$ cat config.mk
export PLATFORM = sky130hd
export DESIGN_NAME = alu_cmd_sequencer_flat
export DESIGN_NICKNAME = d
export VERILOG_FILES = /design/src/rtl/alu_cmd_sequencer_if.sv /design/src/rtl/alu_cmd_sequencer.sv /design/src/flat_wrapper.sv
export SDC_FILE = /design/constraint.sdc
export NUM_CORES = 1
export LEC_CHECK = 0
export CAP_MARGIN = 20
export CORE_AREA = 2 2 54 107
export CTS_CLUSTER_SIZE = 40
export DETAILED_ROUTE_END_ITERATION = 6
export DIE_AREA = 0 0 56 109
export PLACE_DENSITY = 0.78
export REMOVE_ABC_BUFFERS = 1
export SKIP_LAST_GASP = 1
export SLEW_MARGIN = 15
export SYNTH_ARGS = -nofsm -noshare
export SYNTH_HDL_FRONTEND = slang
export SYNTH_SLANG_ARGS = --single-unit
$ cat constraint.sdc
create_clock -name clock -period 2.45 [get_ports clock]
set_input_delay 0.245 -clock clock [delete_from_list [all_inputs] [get_ports clock]]
set_output_delay 0.245 -clock clock [all_outputs]
set_load 0.005 [all_outputs]
$ cat src/rtl/alu_cmd_sequencer_if.sv
// rtl/alu_cmd_sequencer_if.sv - command, ALU-side and response signals of the ALU command sequencer
interface alu_cmd_sequencer_if #(
   parameter int DEPTH = 4
);
   localparam int CW = $clog2(DEPTH) + 1;

   logic          cmd_valid;
   logic          cmd_ready;
   logic [3:0]    cmd_a;
   logic [3:0]    cmd_b;
   logic [1:0]    cmd_op;
   logic [3:0]    alu_a;
   logic [3:0]    alu_b;
   logic [1:0]    alu_opcode;
   logic [4:0]    alu_c;
   logic          rsp_valid;
   logic          rsp_ready;
   logic [4:0]    rsp_c;
   logic [1:0]    rsp_op;
   logic          rsp_zero;
   logic          rsp_neg;
   logic [CW-1:0] count;

   modport slave (
      input  cmd_valid, cmd_a, cmd_b, cmd_op, alu_c, rsp_ready,
      output cmd_ready, alu_a, alu_b, alu_opcode,
      output rsp_valid, rsp_c, rsp_op, rsp_zero, rsp_neg, count
   );

   modport master (
      output cmd_valid, cmd_a, cmd_b, cmd_op, alu_c, rsp_ready,
      input  cmd_ready, alu_a, alu_b, alu_opcode,
      input  rsp_valid, rsp_c, rsp_op, rsp_zero, rsp_neg, count
   );
endinterface

$ cat src/rtl/alu_cmd_sequencer.sv
// rtl/alu_cmd_sequencer.sv - in-order command FIFO plus issue/wait/respond sequencer for the 4-bit ALU
// One command is in flight at a time, so results leave in exactly the order commands arrived.
module alu_cmd_sequencer #(
   parameter int DEPTH   = 4,
   parameter int ALU_LAT = 1
) (
   input logic                clock,
   input logic                reset,
   alu_cmd_sequencer_if.slave bus
);
   localparam int AW = $clog2(DEPTH);
   localparam int CW = AW + 1;
   localparam int LW = $clog2(ALU_LAT + 1);

   typedef enum logic [1:0] {IDLE, WAIT, RESP} state_t;

   state_t        state_q;
   state_t        state_d;
   logic [9:0]    mem [DEPTH];
   logic [AW-1:0] wr_ptr;
   logic [AW-1:0] rd_ptr;
   logic [CW-1:0] cnt;
   logic [LW-1:0] wait_cnt;
   logic [9:0]    head;
   logic          push;
   logic          issue;
   logic          capture;
   logic          rsp_done;

   logic [3:0]    alu_a_q;
   logic [3:0]    alu_b_q;
   logic [1:0]    alu_op_q;
   logic          rsp_valid_q;
   logic [4:0]    rsp_c_q;
   logic [1:0]    rsp_op_q;
   logic          rsp_zero_q;
   logic          rsp_neg_q;

   // No full bypass: a pop on the same edge never frees room for a push.
   assign bus.cmd_ready = !reset && (cnt != CW'(DEPTH));
   assign push          = bus.cmd_valid && bus.cmd_ready;
   assign head          = mem[rd_ptr];

   always_comb begin
      state_d  = state_q;
      issue    = 1'b0;
      capture  = 1'b0;
      rsp_done = 1'b0;
      case (state_q)
         IDLE: begin
            if (cnt != '0) begin
               issue   = 1'b1;
               state_d = WAIT;
            end
         end
         WAIT: begin
            if (wait_cnt == '0) begin
               capture = 1'b1;
               state_d = RESP;
            end
         end
         RESP: begin
            if (bus.rsp_ready) begin
               rsp_done = 1'b1;
               state_d  = IDLE;
            end
         end
         default: state_d = IDLE;
      endcase
   end

   always_ff @(posedge clock) begin
      if (reset) begin
         state_q <= IDLE;
      end else begin
         state_q <= state_d;
      end
   end

   always_ff @(posedge clock) begin
      if (push) begin
         mem[wr_ptr] <= {bus.cmd_a, bus.cmd_b, bus.cmd_op};
      end
   end

   always_ff @(posedge clock) begin
      if (reset) begin
         wr_ptr <= '0;
         rd_ptr <= '0;
         cnt    <= '0;
      end else begin
         if (push) begin
            wr_ptr <= wr_ptr + AW'(1);
         end
         if (issue) begin
            rd_ptr <= rd_ptr + AW'(1);
         end
         case ({push, issue})
            2'b10:   cnt <= cnt + CW'(1);
            2'b01:   cnt <= cnt - CW'(1);
            default: cnt <= cnt;
         endcase
      end
   end

   // The counter is loaded with ALU_LAT at issue and captures when it reaches zero,
   // one edge after the ALU's output has settled.
   always_ff @(posedge clock) begin
      if (reset) begin
         wait_cnt <= '0;
         alu_a_q  <= '0;
         alu_b_q  <= '0;
         alu_op_q <= '0;
      end else if (issue) begin
         wait_cnt <= LW'(ALU_LAT);
         alu_a_q  <= head[9:6];
         alu_b_q  <= head[5:2];
         alu_op_q <= head[1:0];
      end else if (state_q == WAIT && wait_cnt != '0) begin
         wait_cnt <= wait_cnt - LW'(1);
      end
   end

   always_ff @(posedge clock) begin
      if (reset) begin
         rsp_valid_q <= 1'b0;
         rsp_c_q     <= '0;
         rsp_op_q    <= '0;
         rsp_zero_q  <= 1'b0;
         rsp_neg_q   <= 1'b0;
      end else if (capture) begin
         rsp_valid_q <= 1'b1;
         rsp_c_q     <= bus.alu_c;
         rsp_op_q    <= alu_op_q;
         rsp_zero_q  <= (bus.alu_c == 5'd0);
         rsp_neg_q   <= bus.alu_c[4];
      end else if (rsp_done) begin
         rsp_valid_q <= 1'b0;
      end
   end

   assign bus.alu_a      = alu_a_q;
   assign bus.alu_b      = alu_b_q;
   assign bus.alu_opcode = alu_op_q;
   assign bus.rsp_valid  = rsp_valid_q;
   assign bus.rsp_c      = rsp_c_q;
   assign bus.rsp_op     = rsp_op_q;
   assign bus.rsp_zero   = rsp_zero_q;
   assign bus.rsp_neg    = rsp_neg_q;
   assign bus.count      = cnt;
endmodule

$ cat src/flat_wrapper.sv
// flat-port wrapper written by rule: the top's interface ports become plain ports
module alu_cmd_sequencer_flat 
#(
   parameter int DEPTH   = 4,
   parameter int ALU_LAT = 1
)
  (clock, reset, bus_cmd_valid, bus_cmd_a, bus_cmd_b, bus_cmd_op, bus_alu_c, bus_rsp_ready, bus_cmd_ready, bus_alu_a, bus_alu_b, bus_alu_opcode, bus_rsp_valid, bus_rsp_c, bus_rsp_op, bus_rsp_zero, bus_rsp_neg, bus_count);
  alu_cmd_sequencer_if #(.DEPTH(DEPTH)) bus_i ();
  input logic clock;
  input logic reset;
  input wire logic [$bits(bus_i.cmd_valid)-1:0] bus_cmd_valid;
  input wire logic [$bits(bus_i.cmd_a)-1:0] bus_cmd_a;
  input wire logic [$bits(bus_i.cmd_b)-1:0] bus_cmd_b;
  input wire logic [$bits(bus_i.cmd_op)-1:0] bus_cmd_op;
  input wire logic [$bits(bus_i.alu_c)-1:0] bus_alu_c;
  input wire logic [$bits(bus_i.rsp_ready)-1:0] bus_rsp_ready;
  output wire logic [$bits(bus_i.cmd_ready)-1:0] bus_cmd_ready;
  output wire logic [$bits(bus_i.alu_a)-1:0] bus_alu_a;
  output wire logic [$bits(bus_i.alu_b)-1:0] bus_alu_b;
  output wire logic [$bits(bus_i.alu_opcode)-1:0] bus_alu_opcode;
  output wire logic [$bits(bus_i.rsp_valid)-1:0] bus_rsp_valid;
  output wire logic [$bits(bus_i.rsp_c)-1:0] bus_rsp_c;
  output wire logic [$bits(bus_i.rsp_op)-1:0] bus_rsp_op;
  output wire logic [$bits(bus_i.rsp_zero)-1:0] bus_rsp_zero;
  output wire logic [$bits(bus_i.rsp_neg)-1:0] bus_rsp_neg;
  output wire logic [$bits(bus_i.count)-1:0] bus_count;
  assign bus_i.cmd_valid = bus_cmd_valid;
  assign bus_i.cmd_a = bus_cmd_a;
  assign bus_i.cmd_b = bus_cmd_b;
  assign bus_i.cmd_op = bus_cmd_op;
  assign bus_i.alu_c = bus_alu_c;
  assign bus_i.rsp_ready = bus_rsp_ready;
  assign bus_cmd_ready = bus_i.cmd_ready;
  assign bus_alu_a = bus_i.alu_a;
  assign bus_alu_b = bus_i.alu_b;
  assign bus_alu_opcode = bus_i.alu_opcode;
  assign bus_rsp_valid = bus_i.rsp_valid;
  assign bus_rsp_c = bus_i.rsp_c;
  assign bus_rsp_op = bus_i.rsp_op;
  assign bus_rsp_zero = bus_i.rsp_zero;
  assign bus_rsp_neg = bus_i.rsp_neg;
  assign bus_count = bus_i.count;
  alu_cmd_sequencer #(.DEPTH(DEPTH), .ALU_LAT(ALU_LAT)) u_core (.clock(clock), .reset(reset), .bus(bus_i));
endmodule
==> reports/results.ini, run 1 <==
[worst_setup_path]
critPathMaxStageDelay_ns=0.41
worstPathRequired_ns=2.73
cp_top_family=simple AND/OR/NAND/NOR gates
worst_setup_path_start_kind=flip-flop
rrSetupSlack_ns=0.24
path_common_cell=inv_1
cp_slowest_cell=dfxtp_1
cp_cell_sequence=nor3b_1 -> nor3b_2 -> inv_1 -> ha_1 -> inv_1 -> fa_1 -> xor2_1 -> or3_1 -> a21oi_1
critical_path_depth=9
timing.rr.end=u_core.bus.count[2]
crit_path_max_fanout=6
r2r_start=u_core.bus.count[2]
cp.arrival_ns=2.49
crit_path_end=u_core.bus.count[2]
worstSetupStartpoint=u_core.bus.count[2]
worst_setup_path_end_kind=flip-flop
reg2reg_depth=9
worstSetupPathType=flip-flop to flip-flop
critPathBufInv=2

[pwr]
power_frac_clock_pct=22.1
comb_power_share_pct=33.6
p_leak_nw=1.16
p_sw_mw=1.17
seqPwrFrac_pct=44.2
p_int_mw=2.49
p_total_mw=3.66
pwr_density_cell_nw_per_um2=1080
ir_drop_v=0.000702
p_sw_share_pct=31.9

[cells_and_area]
mostFrequentLayoutCell=clkdlybuf4s50_1
layout.cells.most_common_list=clkdlybuf4s50_1, edfxtp_1, dfxtp_1
fill_cells=400
antennaDiodeCount=0
finish.instance_area_um2=3380
area_growth_pct=23.2
final_nets=269
drive_gt1_share_pct=12.4

[grt]
grt_first_pass_wirelength_um=8060
antenna_found_initial=0
grt_util_all_layers_pct=18.1
overflow=0
grt_pass1_vias=1697
grt_start_max_net_pins=32

[job]
drv_cap=0

[synth]
async_reset_ff_share_pct=0
syn_area_per_cell_um2=13.9
synthFlopType=edfxtp_1
seq_area_frac_synth_pct=64.9
synth_edf_count=40
ys_types=35
syn_area_um2=2750
synth_cells=197
ys_seq_elements=69
yosys_warnings=0

[clock_tree]
cts_buffers=9
h-tree-depth=3
postCtsSetupBuffers=0
clkSinkCount=69
clk_pin_slew_ns=0.07
post_cts_resize_count=0
insertion_delay_ns=0.35
cts_tree=built
clock_path_buffers=2
ctsHoldBuffers=0
clockRootBuffer=clkbuf_8

[detailed_routing]
dr.pass1.iters=6
drtIter0Drc=48
drc=0
routed_via_density=5.53
wire_per_inst_um=15.7
drtAntennaViolNets=0
vias=1709
route.final.wire_length_um=4840

[die]
ios=43
start_util_pct=51.6
dieHeight_um=109
die_area_um2=6100
die_width_um=56
rows=38
core_area_um2=5330

[timing]
slew_viol_final=0
relSlewSlack_pct=47.6
finalSetupTns_ns=0
worst_pin_slew_ns=0.785
finalHoldViolCount=0
fmax_mhz=453
fin_worst_skew_ns=0.0127
rsz0062_at_grt=no
fin_crit_ns=2.21
fin_crit_sh_pct=90.0
finalSetupViolCount=0

[placement]
dp_hpwl_um=3390
portBuffers=42
placed_area_um2=3210
gp_congestion=0.754

[hold_path]
hp-class=flip-flop to flip-flop

[status]
outcome=finished clean

## final cells by class
class	instances	area [um^2]	area share, %
sequential	69	1780	52.7
multi-input combinational	106	847	25.0
timing repair buffer	48	465	13.8
clock buffer	11	141	4.18
tap	60	75.1	2.22
inverter	10	37.5	1.11
clock inverter	5	35.0	1.04
## worst min-delay path by stage
stage                               end  depth (start not counted)  slack [ns]                start
global placement    u_core.bus.rsp_zero                          2        0.46  u_core.bus.rsp_zero
detailed placement  u_core.bus.alu_a[2]                          2        0.47  u_core.bus.alu_a[2]
finish              u_core.bus.rsp_zero                          2        0.48  u_core.bus.rsp_zero
CTS                 u_core.bus.alu_a[2]                          2        0.48  u_core.bus.alu_a[2]
global route        u_core.bus.alu_b[2]                          2        0.50  u_core.bus.alu_b[2]
floorplan           u_core.bus.alu_a[0]                          1        0.31                reset
## sequential cells by signal, summed over array words and instances (netlist names), 3 cells and up
name              flops
u_core.bus.rsp_c      5
u_core.mem           40
u_core.bus.alu_a      4
u_core.bus.alu_b      4
u_core.bus.count      3
## power by group through the flow
stage	logic, mW	clock network (mW)	registers, mW
detailed placement	1.24	0	1.65
finish	1.23	0.811	1.62
CTS	1.24	0.834	1.62
floorplan	0.707	0	1.61
global route	1.36	0.887	1.66
global placement	1.20	0	1.62
## synth_stat cells, types with 5 or more instances
library cell,number,share of area [%]
edfxtp_1,40,44
dfxtp_1,29,21
a21oi_1,16,2.9
nor2_1,16,2.2
o21ai_0,14,2.6
nand3_1,11,2.0
inv_1,10,1.4
mux2i_1,8,2.9
mux4_2,6,4.9
buf_2,5,0.91
ha_1,5,2.3
## per-stage QoR
| step | hold WS, ns | instances | setup slack [ns] | utilization [%] |
|---|---|---|---|---|
| floorplan | 0.314 | 185 | 0.241 | - |
| global route | 0.502 | 309 | 0.0940 | 63.5 |
| finish | 0.476 | 309 | 0.244 | 63.5 |
| global placement | 0.460 | 293 | 0.260 | 60.2 |
| CTS | 0.482 | 309 | 0.228 | 63.5 |
| detailed placement | 0.471 | 293 | 0.168 | 60.2 |
## cell families after synthesis
| group | share of synthesized area, % |
|---|---|
| AOI/OAI and AO/OA | 6.93 |
| xor gates and xnor gates | 0.638 |
| adders and majority gates | 3.01 |
| buffers and inverters | 4.28 |
| DFF | 64.9 |
| muxes | 12.1 |
| and+or+nand+nor | 8.20 |
## worst register-to-register path: cells and delay by family, from the launching register on
| kind | cells | cell delay [ns] |
|---|---|---|
| buf+inv | 2 | 0.12 |
| simple gates | 3 | 0.73 |
| flops | 1 | 0.41 |
| xor+xnor | 1 | 0.18 |
| compound gates | 1 | 0.14 |
| fa+ha+maj | 2 | 0.56 |
## per-layer routing
metal	routed length, um	track usage (%)
met2	2600	31.1
met3	217	4.86
met1	1890	19.5
met4	134	11.2
met5	0	0
No activity file was read; power rests on OpenSTA's default activity.
==> run 2, diff against run 1 <==
--- a/config.mk
+++ b/config.mk
@@ -6,11 +6,11 @@
 export NUM_CORES = 1
 export LEC_CHECK = 0
 export CAP_MARGIN = 20
-export CORE_AREA = 2 2 54 107
+export CORE_AREA = 2 2 53 104
 export CTS_CLUSTER_SIZE = 40
 export DETAILED_ROUTE_END_ITERATION = 6
-export DIE_AREA = 0 0 56 109
-export PLACE_DENSITY = 0.78
+export DIE_AREA = 0 0 55 106
+export PLACE_DENSITY = 0.82
 export REMOVE_ABC_BUFFERS = 1
 export SKIP_LAST_GASP = 1
 export SLEW_MARGIN = 15
==> constraint.sdc (replaced) <==
create_clock -name clock -period 2.6 [get_ports clock]
set_input_delay 0.26 -clock clock [delete_from_list [all_inputs] [get_ports clock]]
set_output_delay 0.26 -clock clock [all_outputs]
set_load 0.005 [all_outputs]
==> reports/results.ini, run 2 (synthesis results as in run 1) <==
[grt]
antenna_found_initial=0  ; unchanged
grt_util_all_layers_pct=18.9  ; +0.85 points
grt_pass1_vias=1704  ; +0.41%
grt_start_max_net_pins=32  ; unchanged
overflow=0  ; unchanged
grt_first_pass_wirelength_um=7540  ; -6.4%

[clock_tree]
clock_path_buffers=2  ; unchanged
clk_pin_slew_ns=0.08  ; about the same
insertion_delay_ns=0.34  ; about the same
ctsHoldBuffers=0  ; unchanged
postCtsSetupBuffers=0  ; unchanged
cts_tree=built
clockRootBuffer=clkbuf_8
post_cts_resize_count=0  ; unchanged
clkSinkCount=69  ; unchanged
h-tree-depth=3  ; unchanged
cts_buffers=9  ; unchanged

[placement]
dp_hpwl_um=3270  ; -3.7%
gp_congestion=0.680  ; -9.9%
portBuffers=42  ; unchanged
post-place-cells=291  ; -0.68%

[pwr]
ir_drop_v=0.000622  ; -11%
p_leak_nw=1.17  ; +0.96%
pwr_density_cell_nw_per_um2=1040  ; -3.9%

[timing]
fin_crit_sh_pct=83.4  ; -6.6 points
worst_pin_slew_ns=0.702  ; -0.0825 ns
relSlewSlack_pct=53.1  ; +5.5 points
slew_viol_final=0  ; unchanged
rsz0062_at_grt=no
hold_slack_ns=0.473  ; -0.00345 ns
fin_crit_ns=2.17  ; -0.0371 ns
fin_worst_skew_ns=0.0109  ; -0.00179 ns
fmax_mhz=461  ; +1.7%
finalSetupTns_ns=0  ; unchanged
finalHoldViolCount=0  ; unchanged
finalSetupViolCount=0  ; unchanged

[cells_and_area]
layout.cells.most_common_list=clkdlybuf4s50_1, edfxtp_1, dfxtp_1
drive_gt1_share_pct=12.9  ; +0.40 points
largest_reg_flops=40  ; unchanged
antennaDiodeCount=0  ; unchanged
final_nets=269  ; unchanged
largest-register=u_core.mem
mostFrequentLayoutCell=clkdlybuf4s50_1
final_cells=307  ; -0.65%
area_growth_pct=24.1

[worst_setup_path]
worstPathRequired_ns=2.87  ; +0.14 ns
crit_path_max_fanout=6  ; unchanged
worst_setup_path_end_kind=flip-flop
worstSetupPathType=flip-flop to flip-flop
cp.arrival_ns=2.44  ; -0.05 ns
worst_setup_path_start_kind=flip-flop

[detailed_routing]
route.final.wire_length_um=4580  ; -5.5%
drtIter0Drc=30  ; -38%
wire_per_inst_um=14.9  ; -4.8%
routed_via_density=5.45  ; -1.5%
drc=0  ; unchanged
vias=1672  ; -2.2%
drtAntennaViolNets=0  ; unchanged
dr.pass1.iters=4  ; -2

[job]
drv_cap=0  ; unchanged

[die]
die_area_um2=5830  ; -4.5%
dieHeight_um=106  ; -2.8%
die_width_um=55  ; -1.8%
start_util_pct=53.9  ; +2.4 points
core_area_um2=5090  ; -4.4%
rows=37  ; -2.6%
ios=43  ; unchanged

[hold_path]
hp-class=flip-flop to flip-flop

[status]
outcome=finished clean

run 2: changes by cell type in the layout (fill, tap and decap cells not counted), sizes merged:
cell | previous run | this run
inv | 11 | 13
bufinv | 0 | 1
clkbuf | 11 | 9
clkinv | 3 | 2
run 2: final timing paths:
| kind | startpoint | endpoint | slack, ns | cells past startpoint |
|---|---|---|---|---|
| max | u_core.bus.count[2] | u_core.bus.count[2] | 0.43 | 9 |
| min | u_core.bus.rsp_zero | u_core.bus.rsp_zero | 0.47 | 2 |
| max reg2reg | u_core.bus.count[2] | u_core.bus.count[2] | 0.43 | 9 |
| min reg2reg | u_core.bus.rsp_zero | u_core.bus.rsp_zero | 0.47 | 2 |
run 2: routing by layer:
metal	vias to the layer above	track usage [%]	wire, um
li1	819	-	-
met4	0	13.1	118
met2	42	31.4	2590
met1	803	19.0	1670
met3	8	5.34	195
met5	-	0	0
run 2: through the flow:
stage / util (%) / setup slack (ns) / power, mW / area (um^2)
3_3_place_gp: 62.9 / 0.483 / 2.67 / 3200
6_report: 67.0 / 0.431 / 3.55 / 3410
4_1_cts: 67.0 / 0.412 / 3.59 / 3410
3_5_place_dp: 62.9 / 0.412 / 2.71 / 3200
2_1_floorplan: - / 0.391 / 2.18 / 2670
5_1_grt: 67.0 / 0.248 / 3.79 / 3410
run 2: cell type report:
| type | count | area (um^2) |
|---|---|---|
| Inverter | 10 | 37.5 |
| Clock buffer | 9 | 124 |
| Sequential cell | 69 | 1780 |
| Clock inverter | 7 | 81.3 |
| Tap cell | 58 | 72.6 |
| Multi-Input combinational cell | 106 | 847 |
| Timing Repair Buffer | 48 | 465 |
| Fill cell | 385 | 1680 |
run 2: critical path, stage by stage, from the launching register on:
cell	delay, ns
dfxtp_1	0.40
nor3b_1	0.32
nor3b_2	0.09
inv_1	0.06
ha_1	0.16
inv_1	0.06
fa_1	0.37
xor2_1	0.17
or3_1	0.31
a21oi_1	0.15
run 2: power breakdown:
group          internal, mW  total, mW  switching, mW
sequential             1.35       1.52          0.162
combinational         0.619       1.15          0.536
clock                 0.455      0.876          0.421
==> variant, RTL diff (flow settings as in run 1) <==
Encoding of `state_t`: now one-hot (3 bits for 3 states).
--- a/src/rtl/alu_cmd_sequencer.sv
+++ b/src/rtl/alu_cmd_sequencer.sv
@@ -14,3 +14,3 @@
 
-   typedef enum logic [1:0] {IDLE, WAIT, RESP} state_t;
+   typedef enum logic [2:0] {IDLE = 3'b001, WAIT = 3'b010, RESP = 3'b100} state_t;
 
Function: same outputs for any inputs over 10 cycles, from zero or initial values and one cycle with reset high; not proved beyond that.
==> variant against run 1 <==
Final area grew 3.7%. Sequential cell count grew 1. Worst setup slack gained 26 ps. Power shrank 0.99%. Synthesized area grew 2.1%. Global-route usage is essentially flat. Wire length grew 2.5%. Sequential power shrank 5%. Maximum frequency grew 1.2%. Die area is the same. Count of clock-buffer cells in the layout shrank 2. Clock power grew 28%. Highest routed layer unchanged.
==> variant: results (changes against run 1) <==
INFO  metric post-place-cells = 309 (+5.5%)
INFO  metric post_drt_via_cell_ratio = 5.591 (+1.1%)
INFO  metric post_synth_xor_area_fraction = 0.006250 (-0.0001281)
INFO  metric layout_worst_path_cycle_share = 0.8897 (-0.01072)
INFO  metric grt_usage = 0.1810 (+0.0002062)
INFO  metric met2_usage = 0.3000 (-0.01092)
INFO  metric fraction_of_the_yosys_area_taken_by_sequential_cells = 0.6429 (-0.005890)
INFO  metric post_synth_num_cell_types = 34 (-2.9%)
INFO  metric groute.layer.met1.usage = 0.2065 (+0.01194)
INFO  metric synth_area_leaders = sky130_fd_sc_hd__edfxtp_1 (43%), sky130_fd_sc_hd__dfxtp_1 (21%), sky130_fd_sc_hd__mux4_2 (8.0%), sky130_fd_sc_hd__a21oi_1 (4.5%), sky130_fd_sc_hd__nand2_1 (2.3%)
INFO  metric worst_slew_pin_slew = 569.6 ps (-215.0 ps)
INFO  metric critPathArrivalTime = 2460 ps (-30 ps)
INFO  metric place_congestion = 0.8003 (+6.1%)
INFO  metric grt_start_max_net_pins = 31 (-3.1%)
INFO  metric drt-total-wl = 4964 um (+2.5%)
INFO  metric peakVddDrop = 0.9942 mV (+42%)
INFO  metric vias = 1817 (+6.3%)
INFO  metric hpwl = 3363 um (-0.88%)
INFO  metric placed_area = 0.003272 sq mm (+2.0%)
INFO  metric preCtsSetupSlack = 221.5 ps (+53.97 ps)
INFO  metric layout_overhead_on_the_synthesized_area = 25.13%
INFO  metric r2r_slack = 270 ps (+30 ps)
INFO  metric post_route_cells_drive_above_1_share = 0.1472 (+0.02267)
INFO  metric run_status = complete, no violations
INFO  metric power.static_leakage = 1.189 nW (+2.2%)
INFO  metric n_fill_cell = 390 (-2.5%)
INFO  metric finalNetCount = 285 (+5.9%)
INFO  metric synth_compound_gate_area_share = 0.08304 (+0.01379)
INFO  metric hold_end = u_core.bus.rsp_op[0]
INFO  metric groute.layer.met3.usage = 0.05338 (+0.004745)
INFO  metric met1Wirelength = 2095 um (+11%)
INFO  metric dr_wl_met3 = 256 um (+18%)
INFO  metric holdWs = 455.4 ps (-20.74 ps)
INFO  metric met2WireLength = 2472 um (-4.8%)
INFO  metric grt_pass1_wl = 8300 um (+3.0%)
variant: cell count changes after synthesis, sizes merged, moves of 2 or more:
cell | before | now
nand2 | 1 | 17
a21oi | 16 | 25
nor2 | 16 | 8
mux2i | 8 | 1
clkbuf | 2 | 5
or3b | 0 | 2
variant: area by class of cell:
| cell class | instances | share of cell area |
|---|---|---|
| flip-flops and latches | 70 | 0.5137 |
| clock inverters | 7 | 0.03032 |
| clock buffers | 9 | 0.03532 |
| multi-input cells | 120 | 0.2537 |
| repair buffers | 49 | 0.1349 |
| well taps | 60 | 0.02141 |
| inverters | 10 | 0.01070 |
variant: power breakdown:
| part | switching (mW) | internal (mW) |
|---|---|---|
| registers | 0.131 | 1.41 |
| clock network | 0.449 | 0.588 |
| logic | 0.518 | 0.531 |
variant: worst reg2reg max path: cells and delay by family, from the launching register on:
kind	cells	cell delay, ps
AO/OA/AOI/OAI	1	150
XOR/XNOR	1	160
adder cells (fa/ha/maj)	2	530
buffers and inverters	2	120
flip-flops	1	400
AND/OR/NAND/NOR	3	750
